`config.mk`:
```
export PLATFORM = sky130hd
export DESIGN_NAME = hazard_stall_unit
export DESIGN_NICKNAME = d
export VERILOG_FILES = /design/src/rtl/hazard_stall_unit.sv
export SDC_FILE = /design/constraint.sdc
export NUM_CORES = 1
export LEC_CHECK = 0
export ABC_AREA = 1
export ABC_CLOCK_PERIOD_IN_PS = 2000
export BUFFER_PORTS_ARGS = -buffer_cell sky130_fd_sc_hd__buf_2
export CELL_PAD_IN_SITES_DETAIL_PLACEMENT = 1
export CELL_PAD_IN_SITES_GLOBAL_PLACEMENT = 1
export CORE_MARGIN = 2
export CORE_UTILIZATION = 40
export DETAILED_ROUTE_END_ITERATION = 8
export MAX_ROUTING_LAYER = met4
export PLACE_DENSITY_LB_ADDON = 0.1
export SYNTH_ARGS = -nofsm -noshare
export SYNTH_HDL_FRONTEND = slang
export SYNTH_SLANG_ARGS = --single-unit
```
`constraint.sdc`:
```
create_clock -name clk -period 2 [get_ports clk]
set_input_delay 0.1 -clock clk [delete_from_list [all_inputs] [get_ports clk]]
set_output_delay 0.1 -clock clk [all_outputs]
set_load 0.01 [all_outputs]
```
`src/rtl/hazard_stall_unit.sv`:
```
// Issue-side hazard unit: load-use, multiplier RAW/WAW/structural stalls and branch flushes.
// Optional saturating stall-cycle counter enabled by defining HAZ_STALL_CNT_EN.
module hazard_stall_unit #(
    parameter int unsigned NREGS  = 32,
    parameter int unsigned RIDX_W = $clog2(NREGS),
    parameter int unsigned CNT_W  = 32
) (
    input  logic              clk,
    input  logic              rst,
    input  logic              id_valid,
    input  logic [RIDX_W-1:0] id_rs1,
    input  logic [RIDX_W-1:0] id_rs2,
    input  logic              id_uses_rs1,
    input  logic              id_uses_rs2,
    input  logic [RIDX_W-1:0] id_rd,
    input  logic              id_regwrite,
    input  logic              id_is_mul,
    input  logic              id_ex_memread,
    input  logic [RIDX_W-1:0] id_ex_rd,
    input  logic              ex_branch_taken,
    input  logic              mul_done,
    input  logic [RIDX_W-1:0] mul_done_rd,
    output logic              stall_pc,
    output logic              stall_if_id,
    output logic              bubble_id_ex,
    output logic              flush_if_id,
    output logic              flush_id_ex,
    output logic              mul_busy
`ifdef HAZ_STALL_CNT_EN
    ,
    output logic [CNT_W-1:0]  stall_cnt
`endif
);

    logic [NREGS-1:0] busy_q, busy_d;
    logic             mul_busy_q, mul_busy_d;
    logic             lu, raw, waw, structural, stall, issue;

    always_comb begin
        lu = id_valid && id_ex_memread && (id_ex_rd != '0) &&
             ((id_uses_rs1 && (id_rs1 == id_ex_rd)) || (id_uses_rs2 && (id_rs2 == id_ex_rd)));
        // Registered busy only: a consumer waits until the cycle after mul_done.
        raw = id_valid && ((id_uses_rs1 && busy_q[id_rs1]) || (id_uses_rs2 && busy_q[id_rs2]));
        waw = id_valid && id_regwrite && (id_rd != '0) && busy_q[id_rd];
        structural = id_valid && id_is_mul && mul_busy_q && !mul_done;
        stall = lu || raw || waw || structural;
        issue = id_valid && id_is_mul && !stall && !ex_branch_taken;
    end

    always_comb begin
        stall_pc     = 1'b0;
        stall_if_id  = 1'b0;
        bubble_id_ex = 1'b0;
        flush_if_id  = 1'b0;
        flush_id_ex  = 1'b0;
        if (!rst) begin
            // The ID instruction is wrong-path on a taken branch, so flush beats stall.
            if (ex_branch_taken) begin
                flush_if_id = 1'b1;
                flush_id_ex = 1'b1;
            end else if (stall) begin
                stall_pc     = 1'b1;
                stall_if_id  = 1'b1;
                bubble_id_ex = 1'b1;
            end
        end
    end

    always_comb begin
        busy_d     = busy_q;
        mul_busy_d = mul_busy_q;
        if (mul_done && mul_busy_q) begin
            busy_d[mul_done_rd] = 1'b0;
            mul_busy_d          = 1'b0;
        end
        // Issue is applied after completion so a same-index set wins.
        if (issue) begin
            mul_busy_d = 1'b1;
            if (id_regwrite && (id_rd != '0)) begin
                busy_d[id_rd] = 1'b1;
            end
        end
        busy_d[0] = 1'b0;
    end

    always_ff @(posedge clk or posedge rst) begin
        if (rst) begin
            busy_q     <= '0;
            mul_busy_q <= 1'b0;
        end else begin
            busy_q     <= busy_d;
            mul_busy_q <= mul_busy_d;
        end
    end

    assign mul_busy = mul_busy_q;

`ifdef HAZ_STALL_CNT_EN
    logic [CNT_W-1:0] cnt_q;

    always_ff @(posedge clk or posedge rst) begin
        if (rst) begin
            cnt_q <= '0;
        end else if (stall && !ex_branch_taken && (cnt_q != '1)) begin
            cnt_q <= cnt_q + CNT_W'(1);
        end
    end

    assign stall_cnt = cnt_q;
`endif

endmodule

```
# [Yosys cells after proc, flatten, opt, wreduce, memory -nomap -nowiden]
# Index checks and enable logic that the tools add are counted.
[totals] regBits=32 latch_bits=0 ram_bits=0 mem_bits_ro=0 input_bits=35 elab_cells=64 n_memories=0
[op_classes] addsub=0 mul=0 n_div=0 order_cmp=6 eq_ne=2 shifts=0 mux=20 n_bitwise=3 n_reduce_logical=31
[op_table] op="32-bit 2-to-1 mux" count=3
[op_table] op="32-bit AND" count=1
[op_table] op="32-bit inverter" count=1
[op_table] op="32-bit OR" count=1
[op_table] op="5-bit by 6-bit less-than comparator with 1-bit output (second input constant)" count=4
[op_table] op="1-bit logical AND" count=20
[op_table] op="1-bit binary-select mux with 5-bit select" count=3
[op_table] op="1-bit 2-to-1 mux" count=12
[op_table] op="1-bit demux with 5-bit select" count=2
[op_table] op="5-bit equality test" count=2
[op_table] op="5-bit by 1-bit greater-or-equal comparator with 1-bit output (second input constant)" count=2
[op_table] op="5-bit nonzero test" count=2
[op_table] op="1-bit logical OR" count=5
[op_table] op="1-bit logical NOT" count=3
[op_table] op="2-bit nonzero test" count=1

# [Longest topological paths before layout]
[logic_depth] depth_word=12 ltp_mapped=15

# [Least setup slack after synthesis]
# Ideal clock, no wire load.
[synth_path] path_kind="register -> output" start="reg busy_q[24]" end="out stall_if_id" t_arrival_ns=1.491 required_time_ns=1.900 setup_slack_ns=0.409 path_stages_with_launch=15 path_buffers=2 path_cell_list="dfrtp_1 inv_1 o21ai_0 nand2_1 nand2_1 nand2_1 nand2_1 nor2_1 nand2_1 nand2_1 nand3_2 nand2_4 buf_6 a21oi_2 buf_4"
[synth_via] elab_chain_len=11 word_cells_on_any_way=17
[synth_rtl] item="start, declared" line="35" source="logic [NREGS-1:0] busy_q, busy_d;"
[synth_rtl] item="start signal, assigned" line="91" source="busy_q <= busy_d;"
[synth_rtl] item="1-bit binary-select mux with 5-bit select" line="43" source="raw = id_valid && ((id_uses_rs1 && busy_q[id_rs1]) || (id_uses_rs2 && busy_q[id_rs2]));"
[synth_rtl] item="1-bit 2-to-1 mux (not written as such)" line="43"
[synth_rtl] item="1-bit logical AND" line="43"
[synth_rtl] item="1-bit logical OR" line="43"
[synth_rtl] item="1-bit logical AND" line="43"
[synth_rtl] item="1-bit logical OR" line="46" source="stall = lu || raw || waw || structural;"
[synth_rtl] item="1-bit logical OR * (2 in a row)" line="46"
[synth_rtl] item="1-bit 2-to-1 mux * (3 in a row)"
[synth_rtl] item="end, declared" line="24" source="output logic stall_if_id,"
# Mark *: on every way between the ends. The rest lies on a longest branch, timed or not. The select of a mux whose other input is x is not followed.

# [Final worst setup path]
[layout_path] start="reg busy_q[7]" end="out bubble_id_ex"
[layout_via] elab_chain_len=11 word_cells_on_any_way=17
[layout_rtl] item="1-bit binary-select mux with 5-bit select" line="43"
[layout_rtl] item="1-bit 2-to-1 mux (not written as such)" line="43"
[layout_rtl] item="1-bit logical AND" line="43"
[layout_rtl] item="1-bit logical OR" line="43"
[layout_rtl] item="1-bit logical AND" line="43"
[layout_rtl] item="1-bit logical OR" line="46"
[layout_rtl] item="1-bit logical OR * (2 in a row)" line="46"
[layout_rtl] item="1-bit 2-to-1 mux *" line="61" source="end else if (stall) begin"
[layout_rtl] item="1-bit 2-to-1 mux *" line="58" source="if (ex_branch_taken) begin"
[layout_rtl] item="1-bit 2-to-1 mux *" line="56" source="if (!rst) begin"
[layout_rtl] item="end, declared" line="25" source="output logic bubble_id_ex,"
# Marks and branches as above.

==> metrics <==
H-tree Lvls=2; final setup violation count=0; DRC=0; IO Port Bufs=40; CP required=about 1.9 ns; Syn Nets=approximately 540; Iteration-0 DRC Markers=130; chip width=~90 um; Compound-Gate Fraction of Synth Area=0.1183; Initial Util=0.4112; Largest delay share family, worst path=simple AND/OR/NAND/NOR gates; non-filler cells, final=approximately 640; area grow syn2layout=15.23%; initial antenna violation count=0; Wirelength per Cell=between 15 and 20 um; leakage=roughly 1.7 nW; CP endpoint kind=output pin; Final WS setup=roughly 0.045 ns; asr flop ratio synth=1.000; RSZ-0062 raised after global routing=yes; routability cong.=a little under 0.9; DIE AREA=8164 um^2; Synth Area per Inst=around 5.9 um^2; Yosys Warn Count=0; worst skew pair latency=0.29 ns; cell chain of the critical path=buf_4, nand2_1, nand3_1, nand2_1, nand2_1, nand3_1, nand3_1, nand3_2, nand3_4, nand2_8, a21oi_4, buf_2; clk slew on worst S/H paths=approximately 0.07 ns; grt ovf=0; Flop pwr share=0.433; post-route ant nets=0; share of layout cells above drive strength 1=0.1716; Design Area, Final=about 3400 um^2; multiplexer area fraction after synthesis=0; Yosys cell types=27; Startpoint Class=flip-flop; Ports=between 40 and 50; Final nets=a little under 600; fin crit period=between 1.5 and 2 ns; Post-Synth XOR/XNOR Area=0.002936; sequential share of the synthesized area=0.2685; min-delay worst type=input port to flip-flop; largest family of logic cells by synthesized area=simple AND/OR/NAND/NOR gates; Fin. Hold Viols=0; Top FF cell, synth=dfrtp_1; CTS tree=yes; CP max FO=4; CP max stage delay=0.41 ns; adder-cell area share of the yosys netlist=0; critical path type=flip-flop to output pin; DP Worst Slack=0.07825 ns; CTS sink cnt=32; Final period util=0.9776; GRT Total Usage=0.2862; clk_skew=about 0.0053 ns; Worst Max-Slew Pin Slew=0.5302 ns; routed vias=~3600; DP Area=3246 um^2; post-layout util=0.4739; synthesized area=roughly 3000 um^2; Core ar.=a little over 7000 um^2; clock root cell=clkbuf_8; vias in the first global route=~3600; pwr/cell area=between 500 and 600 nW/um^2; simple-gate share of the synthesized area=0.4765; f_max=0.5114 GHz; status=completed; clock share of power=0.271; CTS max path bufs=2; first-pass GRT wire length=~18000 um; combinational share of power=0.296; switch share=0.3624; WP data arrival=between 1.5 and 2 ns; commonest non-fill, non-tap cell in the layout=nand2_1; sw power=0.6303 mW; final wirelength=around 11000 um; placed cells=~630; maximum number of pins on one net before global-route repair=33; FP Rows=31; EDFF count, synth=0; Power Total=~1.7 mW; mean number of vias per cell=around 5.6; CP max-delay cell=dfrtp_1; WP buf/inv=2; most frequent cells in the layout=nand2_1, nand3_1, inv_1; ant diodes=0; HPWL Detailed=8866 um; internal power=~1.1 mW; VDD IR max=0.0003870 V; Slew headroom=0.6465; drt first pass iters=4; TritonCTS buffer count=5; Max Cap Violations=0; Die Y=about 90 um; Final Max Slew Viols=0; Post-Synthesis Cells=slightly above 500; Seq cells post-synth=32
[synth_stat cells (2+ instances only)]
| cell type | count | share of area |
|---|---|---|
| nand2_1 | 166 | 0.21 |
| nand3_1 | 64 | 0.11 |
| inv_1 | 45 | 0.057 |
| nor2_1 | 41 | 0.052 |
| o21ai_0 | 40 | 0.067 |
| dfrtp_1 | 32 | 0.27 |
| nand4_1 | 31 | 0.065 |
| o21ai_1 | 15 | 0.025 |
| inv_2 | 13 | 0.016 |
| nor3_1 | 11 | 0.018 |
| buf_4 | 9 | 0.023 |
| buf_2 | 7 | 0.012 |
| buf_6 | 6 | 0.023 |
| a21oi_1 | 3 | 0.0050 |
| clkbuf_1 | 3 | 0.0038 |
| o22ai_1 | 3 | 0.0063 |
| a21oi_2 | 2 | 0.0059 |
| nand2_4 | 2 | 0.0075 |
| nor2_2 | 2 | 0.0042 |
| nor4_1 | 2 | 0.0042 |
[metal layers]
layer	GRT usage	vias up	share of wire
li1	-	1740	-
met1	0.3713	1722	0.46
met2	0.4768	104	0.48
met3	0.03172	17	0.047
met4	0.07692	0	0.019
met5	-	-	0
[worst reg2reg max path: stages, from the launching register on]
cell     delay, ns
dfrtp_1       0.42
buf_4         0.15
nand2_1       0.06
nand3_1       0.07
nand2_1       0.07
nand2_1       0.06
nand3_1       0.07
nand3_1       0.08
nand3_2       0.12
nand3_4       0.10
nand2_8       0.10
buf_4         0.18
buf_12        0.13
nand4_1       0.10
nand2_1       0.08
[timing repair]
item                       in CTS  in global routing
hold endpoints to repair       32                  0
setup buffers                   3                  4
pin swaps                       2                  3
resized for setup               5                 15
hold buffers                    1                  0
setup endpoints to repair       3                 20
[kinds of logic (layout without fill, tap and decap cells)]
kind of cell,count (synthesis),in the layout
flops,32,32
compound gates,66,66
buf+inv,83,121
simple gates,322,322
xor+xnor,1,1
[layout make-up]
class / count / area (um^2)
fill: 1048 / 3816
clock buffer: 6 / 72.57
sequential: 32 / 800.8
multi-input combinational: 389 / 1834
clock inverter: 1 / 5.005
timing repair buffer: 56 / 382.9
inverter: 58 / 217.7
tap: 99 / 123.9
[path summary, 6_finish.rpt]
path	start	to	slack, ns	depth (start not counted)
max in group asynchronous	rst	busy_q[18]$_DFF_PP0_	1.20	4
worst max-delay path	busy_q[7]$_DFF_PP0_	bubble_id_ex	0.04	12
min in group asynchronous	rst	busy_q[13]$_DFF_PP0_	0.48	4
worst min register to register	busy_q[24]$_DFF_PP0_	busy_q[24]$_DFF_PP0_	0.55	2
worst min-delay path	mul_done	mul_busy$_DFFE_PP0P_	0.03	2
worst max register to register	busy_q[7]$_DFF_PP0_	busy_q[4]$_DFF_PP0_	0.14	14
[stage by stage]
stage                     hold slack, ns  setup TNS (ns)
after floorplan                   0.1806               0
after global placement            0.2451               0
after detailed placement          0.2549               0
after CTS                        0.02355               0
after global routing             0.03492         -0.2797
final                            0.02804               0
[power by group through the flow]
stage | Clock (mW) | Sequential, mW | Combinational, mW
after detailed placement | 0 | 0.764 | 0.474
after floorplan | 0 | 0.737 | 0.321
final | 0.472 | 0.753 | 0.514
after CTS | 0.481 | 0.751 | 0.494
after global placement | 0 | 0.760 | 0.459
after global routing | 0.511 | 0.759 | 0.576
[flip-flops by register name, indices dropped and copies added (netlist names)]
name / cells
mul_busy: 1
busy_q: 31
Power figures use the tool's default switching activity.
